File: src/rtl/pipeline_pkg.sv
// Shared MIPS pipeline types for the MEM stage: FSM states, exception codes and
// EX/MEM control-bit positions.
package pipeline_pkg;

    typedef enum logic [1:0] {
        IDLE = 2'd0,
        REQ  = 2'd1,
        WAIT = 2'd2
    } mem_state_t;

    typedef enum logic [1:0] {
        EXC_NONE     = 2'b00,
        EXC_MISALIGN = 2'b01,
        EXC_TIMEOUT  = 2'b10
    } exc_t;

    localparam int CTRL_MEMREAD  = 0;
    localparam int CTRL_MEMWRITE = 1;

    function automatic logic word_aligned(input logic [1:0] lsbs);
        return lsbs == 2'b00;
    endfunction

endpackage

File: src/rtl/mem_timeout_counter.sv
// Bus watchdog for the MEM stage: counts REQ/WAIT cycles and flags the cycle in
// which the access has used its full TIMEOUT budget.
module mem_timeout_counter #(
    parameter int TIMEOUT = 255
) (
    input  logic clk,
    input  logic reset_n,
    input  logic clear,
    input  logic enable,
    output logic expired
);

    localparam int CNT_W = $clog2(TIMEOUT);

    logic [CNT_W-1:0] cnt;

    // NOTE: sequential state uses non-blocking assignments so every flop samples pre-edge values.
    always_ff @(posedge clk or negedge reset_n) begin
        if (!reset_n) begin
            cnt <= '0;
        end else if (clear) begin
            cnt <= '0;
        end else if (enable && !expired) begin
            cnt <= cnt + CNT_W'(1);
        end
    end

    // The first REQ/WAIT cycle sees 0, so the TIMEOUT-th such cycle is the abort cycle.
    assign expired = (cnt == CNT_W'(TIMEOUT - 1));

endmodule

File: src/rtl/mem_access_stage.sv
// MEM stage: issues lw/sw on a valid/ready data bus, stalls upstream until the
// response or a timeout, and registers the MEM/WB latch.
module mem_access_stage
    import pipeline_pkg::*;
#(
    parameter int DATA_W  = 32,
    parameter int TIMEOUT = 255
) (
    input  logic              clk,
    input  logic              reset_n,
    input  logic              in_valid,
    input  logic              in_req,
    input  logic              in_mem_write,
    input  logic              in_reg_write,
    input  logic [4:0]        in_rd,
    input  logic [DATA_W-1:0] in_alu,
    input  logic [DATA_W-1:0] in_wdata,
    input  logic              flush,
    output logic              stall,
    output logic              dmem_valid,
    input  logic              dmem_ready,
    output logic              dmem_we,
    output logic [DATA_W-1:0] dmem_addr,
    output logic [DATA_W-1:0] dmem_wdata,
    input  logic              dmem_rvalid,
    input  logic [DATA_W-1:0] dmem_rdata,
    output logic              wb_valid,
    output logic              wb_reg_write,
    output logic [4:0]        wb_rd,
    output logic [DATA_W-1:0] wb_data,
    output logic [1:0]        wb_exc
);

    mem_state_t        state, state_n;
    logic [1:0]        ctrl;
    logic              live, mem_op, launch, expired, kill_q;
    logic              we_q, reg_write_q;
    logic [4:0]        rd_q;
    logic [DATA_W-1:0] alu_q, wdata_q;

    logic              wb_upd, wb_rw_n;
    logic [4:0]        wb_rd_n;
    logic [DATA_W-1:0] wb_data_n;
    exc_t              wb_exc_n;

    mem_timeout_counter #(.TIMEOUT(TIMEOUT)) u_timeout (
        .clk     (clk),
        .reset_n (reset_n),
        .clear   (launch),
        .enable  (state != IDLE),
        .expired (expired)
    );

    // NOTE: every signal written here gets a default first, so no latches are inferred.
    always_comb begin
        ctrl                = '0;
        ctrl[CTRL_MEMREAD]  = in_req & ~in_mem_write;
        ctrl[CTRL_MEMWRITE] = in_req & in_mem_write;
        // Gating with reset_n keeps the combinational outputs quiet while reset is held.
        live       = reset_n & in_valid & ~flush;
        mem_op     = live & (|ctrl);
        state_n    = state;
        stall      = 1'b0;
        launch     = 1'b0;
        dmem_valid = 1'b0;
        dmem_we    = 1'b0;
        dmem_addr  = '0;
        dmem_wdata = '0;
        wb_upd     = 1'b0;
        wb_rw_n    = 1'b0;
        wb_rd_n    = rd_q;
        wb_data_n  = alu_q;
        wb_exc_n   = EXC_NONE;
        unique case (state)
            IDLE: begin
                wb_rd_n   = in_rd;
                wb_data_n = in_alu;
                if (mem_op && word_aligned(in_alu[1:0])) begin
                    launch     = 1'b1;
                    stall      = 1'b1;
                    dmem_valid = 1'b1;
                    dmem_we    = ctrl[CTRL_MEMWRITE];
                    dmem_addr  = in_alu;
                    dmem_wdata = in_wdata;
                    state_n    = dmem_ready ? WAIT : REQ;
                end else if (mem_op) begin
                    wb_upd   = 1'b1;
                    wb_exc_n = EXC_MISALIGN;
                end else if (live) begin
                    wb_upd  = 1'b1;
                    wb_rw_n = in_reg_write;
                end
            end
            REQ: begin
                if (expired) begin
                    state_n  = IDLE;
                    wb_upd   = ~(kill_q | flush);
                    wb_exc_n = EXC_TIMEOUT;
                end else begin
                    stall      = 1'b1;
                    dmem_valid = 1'b1;
                    dmem_we    = we_q;
                    dmem_addr  = alu_q;
                    dmem_wdata = wdata_q;
                    if (dmem_ready) state_n = WAIT;
                end
            end
            WAIT: begin
                // A response arriving in the expiry cycle still completes the access.
                if (dmem_rvalid) begin
                    state_n   = IDLE;
                    wb_upd    = ~(kill_q | flush);
                    wb_rw_n   = reg_write_q & ~we_q;
                    wb_data_n = we_q ? alu_q : dmem_rdata;
                end else if (expired) begin
                    state_n  = IDLE;
                    wb_upd   = ~(kill_q | flush);
                    wb_exc_n = EXC_TIMEOUT;
                end else begin
                    stall = 1'b1;
                end
            end
            default: state_n = IDLE;
        endcase
    end

    // NOTE: the captured request and MEM/WB data registers are reset too, so outputs read 0 after reset.
    always_ff @(posedge clk or negedge reset_n) begin
        if (!reset_n) begin
            state        <= IDLE;
            kill_q       <= 1'b0;
            we_q         <= 1'b0;
            reg_write_q  <= 1'b0;
            rd_q         <= '0;
            alu_q        <= '0;
            wdata_q      <= '0;
            wb_valid     <= 1'b0;
            wb_reg_write <= 1'b0;
            wb_rd        <= '0;
            wb_data      <= '0;
            wb_exc       <= EXC_NONE;
        end else begin
            state    <= state_n;
            wb_valid <= wb_upd;
            if (state == IDLE) begin
                kill_q <= 1'b0;
            end else if (flush) begin
                kill_q <= 1'b1;
            end
            if (launch) begin
                we_q        <= ctrl[CTRL_MEMWRITE];
                reg_write_q <= in_reg_write;
                rd_q        <= in_rd;
                alu_q       <= in_alu;
                wdata_q     <= in_wdata;
            end
            if (wb_upd) begin
                wb_reg_write <= wb_rw_n;
                wb_rd        <= wb_rd_n;
                wb_data      <= wb_data_n;
                wb_exc       <= wb_exc_n;
            end
        end
    end

endmodule
File: config.mk
export PLATFORM = sky130hd
export DESIGN_NAME = mem_access_stage
export DESIGN_NICKNAME = d
export VERILOG_FILES = /design/src/rtl/pipeline_pkg.sv /design/src/rtl/mem_timeout_counter.sv /design/src/rtl/mem_access_stage.sv
export SDC_FILE = /design/constraint.sdc
export NUM_CORES = 1
export LEC_CHECK = 0
export CORE_ASPECT_RATIO = 0.8
export CORE_MARGIN = 10
export CORE_UTILIZATION = 43
export CTS_CLUSTER_SIZE = 12
export DETAILED_ROUTE_END_ITERATION = 12
export HOLD_SLACK_MARGIN = 0.08
export PLACE_DENSITY = 0.77
export SLEW_MARGIN = 20
export SYNTH_ARGS = -nofsm -noshare
export SYNTH_HDL_FRONTEND = slang
export SYNTH_SLANG_ARGS = --single-unit
File: constraint.sdc
create_clock -name clk -period 2.9 [get_ports clk]
set_input_delay 0.58 -clock clk [delete_from_list [all_inputs] [get_ports clk]]
set_output_delay 0.58 -clock clk [all_outputs]
set_load 0.05 [all_outputs]
; ---- After elaboration in Yosys (flattened, before gate mapping)
; Cells that the tools add are included.
[totals]
reg_bits = 123
inputBits = 110
output_inout_bits = 108
elab_cells = 87
[classes]
addsub = 1
eq_ne = 6
muxes = 46
bitwise = 11
n_reduce_logical = 10
[ops]
columns = op, n
row1 = $mux W32, 6
row2 = $pmux W32 S2, 3
row3 = $mux W1, 19
row4 = $mux W2, 8
row5 = $mux W8, 2
row6 = $pmux W2 S3, 2
row7 = $add A8 B1 Y8 const B, 1
row8 = $eq A8 B8 Y1 const B, 1
row9 = $and A1 B1 Y1, 6
row10 = $ne A3 B2 Y1 const B, 2
row11 = $pmux W1 S2, 3
row12 = $pmux W1 S3, 2
row13 = $reduce_bool A2 Y1, 3
row14 = $mux W5, 1
row15 = $logic_not A2 Y1, 2
row16 = $not A1 Y1, 4
row17 = $reduce_and A3 Y1, 1
row18 = $eq A2 B1 Y1 const B, 1
row19 = $eq A2 B2 Y1 const B, 1
row20 = $logic_and A1 B1 Y1, 2
row21 = $ne A2 B2 Y1 const B, 1
row22 = $reduce_or A2 Y1, 1
row23 = $logic_not A1 Y1, 1
row24 = $or A1 B1 Y1, 1

; ---- Logic depth before layout (Yosys ltp)
[depth]
ltp_word = 8
depth_mapped = 9

; ---- By module
; From an unflattened synthesis, not the netlist that was laid out.
[unflattened]
cells_unflattened = 724
hier_area_um2 = 6468.7
[modules_own_cells]
columns = mod, instances, cells_each, area_each_um2, seq_area_each_um2
row1 = mem_access_stage, 1, 671, 5973.2, 2877.8
row2 = mem_timeout_counter, 1, 53, 495.5, 200.2

; ---- Worst setup path before layout
; No wires, ideal clock.
[synth_path]
path_kind = input to output
start = input in_alu[0]
end = output stall
arrival_ps = 2599
path_slack_ps = -279
stages = 4
cell_sequence = or3b_1 or3_1 a21oi_1 or2_2
[synth_between]
elab_chain_len = 4
[synth_lines]
columns = item, line
row1 = start: declaration, mem_access_stage.sv:16  ; input logic [DATA_W-1:0] in_alu,
row2 = $logic_not A2 Y1, pipeline_pkg.sv:21  ; return lsbs == 2'b00;
row3 = $logic_and A1 B1 Y1, mem_access_stage.sv:78  ; if (mem_op && word_aligned(in_alu[1:0])) begin
row4 = $mux W1, mem_access_stage.sv:78
row5 = $pmux W1 S3, mem_access_stage.sv:74  ; unique case (state)
row6 = end: declaration, mem_access_stage.sv:19  ; output logic stall,
; No other way between the ends.

; ---- Worst setup path after layout
[layout_path]
start = input flush
end = output dmem_wdata[0]
[layout_between]
elab_chain_len = 6
[layout_lines]
columns = item, line
row1 = start: declaration, mem_access_stage.sv:18  ; input logic flush,
row2 = $not A1 Y1, mem_access_stage.sv:60  ; live = reset_n & in_valid & ~flush;
row3 = $and A1 B1 Y1, mem_access_stage.sv:60
row4 = $and A1 B1 Y1, mem_access_stage.sv:61  ; mem_op = live & (|ctrl);
row5 = $logic_and A1 B1 Y1, mem_access_stage.sv:78
row6 = $mux W32, mem_access_stage.sv:78
row7 = $pmux W32 S2, mem_access_stage.sv:74
row8 = end: declaration, mem_access_stage.sv:24  ; output logic [DATA_W-1:0] dmem_wdata,
; No other way between the ends.

==> run metrics <==
Root Buffer=clkbuf_16; Starting Density=43.55%; combinational power share=27.7%; met2 usage=36.18%; simple-gate share of the synthesized area=17.06%; final core area utilization=72.83%; DRC viols=0; RR Endpoint=u_timeout.cnt[7]; worst hold path type=input pin to asynchronous set/reset pin; share of cells above drive strength 1=21.92%; CTS H-Tree Depth=4; Tmin final=2.830 ns; Yosys Warn Count=0; routability cong.=0.8166; status=complete, no violations; hold buffer count at cts=0; FF-to-FF setup slack=0.71 ns; Critical Path AT=2.25 ns; GR Util All Layers=22.44%; Crit path largest cell delay=0.47 ns; HPWL Detailed=14790 um; CTS Buf Count=17; number of port buffers=217; Reg power frac=36.6%; global-route wire length before repair=35380 um; Antenna Cells=0; routed via count=6147; DRT antenna net count=0; Seq/Total Area, Yosys=49.78%; initial DRC count=446; DIE HEIGHT=127.3 um; cells along the critical path=clkdlybuf4s50_1, nand3b_1, buf_6, nor3_4, buf_6, buf_6, buf_12, buf_16, a22o_4, buf_12; total grt overflow=0; worst vdd ir=487.0 uV; CTS Sinks=123; Post-Syn Area per Cell=9.243 um^2; die width=154.1 um; Worst-Margin Slew=0.8736 ns; CTS tree=done; Sw Share=32.40%; Post-synth EDFFs=0; GR Util met3=9.155%; Cell variety after synth=40; Worst setup SP type=input pin; Clock Skew=0.009386 ns; GRT Max-Usage Layer=met2; # Max-Cap Violations=0; fill count=979; FF-to-FF path depth=5; total design power=0.006458 W; main combinational cell family by area after synthesis=compound AO/OA/AOI/OAI gates; internal power=0.004365 W; Most used DFF post-synth=dfrtp_1; initial antenna violation count=0; nets=1008; cell leakage power=4.712 nW; Post-Route WL=22460 um; period utilization=97.58%; Required @ worst endpoint=2.32 ns; row cnt=39; Area Growth Syn to Fin=67.26%; Post-synth ARST share=100.0%; complex-gate fraction of the synthesized area=20.50%; Worst Path Buf+Inv=7; CP max FO=7; count of final hold-check violations=0; kind of end point of the critical path=output pin; Critical Path Source=flush; DR pass1 iterations=5; WL/cell=20.56 um; Max Freq=353.4 MHz; post-synthesis register bit count=123; Slew Viols, Final=0; setup violators final=0; largest net degree at the start of global routing=78; Clock Tree Buf Depth=2; vias in the first global route=6310; Largest delay share family, worst path=buffers and inverters; kind of critical path=input pin to output pin; Synth Area in Adders=0.4047%; Worst path most repeated cell=buf_6; post-synthesis mux area share=7.264%; # IOs=218; mapped cell area=6183 um^2; Crit-path slowest cell=clkdlybuf4s50_1; Clk pwr share=35.7%; Synth Area in XOR/XNOR=0.7082%; Net Sw Power=0.002092 W; max_slew headroom=41.76%; Vias/cell=5.629; Worst-Skew Late Latency=0.41 ns; PwrDens=624.4 nW/um^2; Worst-path clk slew=0.05 ns; grt met1 use=26.72%; die area=19610 um^2; worst r2r src=state[1]; Mapped Cells=669; Syn Nets=781; CORE AREA=14200 um^2
==> final cells by class <==
| class | instances | area (um^2) | share of cell area [%] |
|---|---|---|---|
| well taps | 184 | 230.2 | 2.226 |
| repair buffers | 263 | 3373 | 32.62 |
| flip-flops and latches | 123 | 3079 | 29.77 |
| clock buffers | 23 | 467.9 | 4.525 |
| clock inverters | 8 | 165.2 | 1.597 |
| multi-input cells | 488 | 3015 | 29.16 |
| inverters | 3 | 11.26 | 0.1089 |
==> stage by stage <==
| step | instance area, um^2 | setup slack, ns | hold WS [ns] | cells | TNS [ns] |
|---|---|---|---|---|---|
| after floorplan | 6193 | 0.07341 | 0.2844 | 669 | 0 |
| after global placement | 9333 | -0.01155 | 0.4573 | 1049 | -0.2604 |
| after detailed placement | 9333 | -0.06527 | 0.4624 | 1049 | -2.289 |
| after CTS | 10310 | 0.009892 | 0.3380 | 1092 | 0 |
| after global routing | 10340 | -0.002482 | 0.3790 | 1092 | -0.004906 |
| final | 10340 | 0.07021 | 0.3285 | 1092 | 0 |
==> power by group through the flow <==
stage	sequential, W	clock, W	combinational [W]
after global placement	0.00235	0	0.00173
after global routing	0.00241	0.00241	0.00191
after CTS	0.00236	0.00233	0.00179
after detailed placement	0.00236	0	0.00177
final	0.00237	0.00230	0.00179
after floorplan	0.00284	0	0.000529
==> sequential cells by signal (all words and copies together) (netlist names), 2 cells and up <==
signal and flops:
wb_rd 5, rd_q 5, wb_data 32, wb_exc 2
u_timeout.cnt 8, state 2, wdata_q 32, alu_q 32
==> layout by cell type (no fill, tap or decap), drive strengths merged, types with 2 or more instances in the layout <==
| cell | count |
|---|---|
| ha | 2 |
| or3 | 2 |
| nand2 | 226 |
| or3b | 2 |
| nand3 | 4 |
| or2 | 3 |
| inv | 3 |
| and3 | 2 |
| dfrtp | 123 |
| nor2b | 2 |
| dlygate4sd2 | 3 |
| and2 | 4 |
| o21ai | 4 |
| a22o | 63 |
| xor2 | 3 |
| bufinv | 5 |
| o2bb2ai | 2 |
| nand2b | 3 |
| nor2 | 12 |
| o211ai | 4 |
| buf | 113 |
| o22ai | 64 |
| mux2 | 39 |
| clkdlybuf4s50 | 146 |
| clkinv | 3 |
| o31ai | 2 |
| clkbuf | 23 |
| a21oi | 33 |
| xnor2 | 2 |
==> Yosys cell counts, types with 4 or more instances <==
cell type | number | area (um^2)
mux2_2 | 31 | 349.1
o211ai_1 | 4 | 30.03
a21oi_1 | 33 | 165.2
mux2_1 | 8 | 90.09
and2_1 | 4 | 25.02
clkbuf_1 | 34 | 127.6
buf_2 | 17 | 85.08
nor2_1 | 12 | 45.04
nand3_1 | 4 | 20.02
a22o_1 | 63 | 551.8
o22ai_1 | 64 | 400.4
nand2_1 | 226 | 848.3
o21ai_0 | 4 | 20.02
dfrtp_1 | 123 | 3078
==> timing repair <==
item                                    CTS  global route
resized for setup                        29            10
buffers inserted                          9             0
endpoints found under the setup margin   65            64
pin swaps                                 9             0
cloned                                    3             0
==> layer usage <==
metal,vias to the layer above,part of all wire [%]
met5,-,0
met1,3029,41
met2,265,49
met3,34,8.8
li1,2819,-
met4,0,1.9
==> cell families after synthesis <==
logic type / count (synthesis)
AO/OA/AOI/OAI: 178
XOR/XNOR: 5
adder cells (fa/ha/maj): 2
buffers and inverters: 58
flip-flops: 123
multiplexers: 40
AND/OR/NAND/NOR: 263
==> worst max path at each step <==
stage          cells after the start              to
6_report                          10   dmem_wdata[0]
5_1_grt                            8  dmem_wdata[11]
4_1_cts                            8   dmem_addr[18]
3_5_place_dp                       7   dmem_wdata[8]
3_3_place_gp                       7  dmem_wdata[12]
2_1_floorplan                      4           stall
No activity file was read; power rests on OpenSTA's default activity.
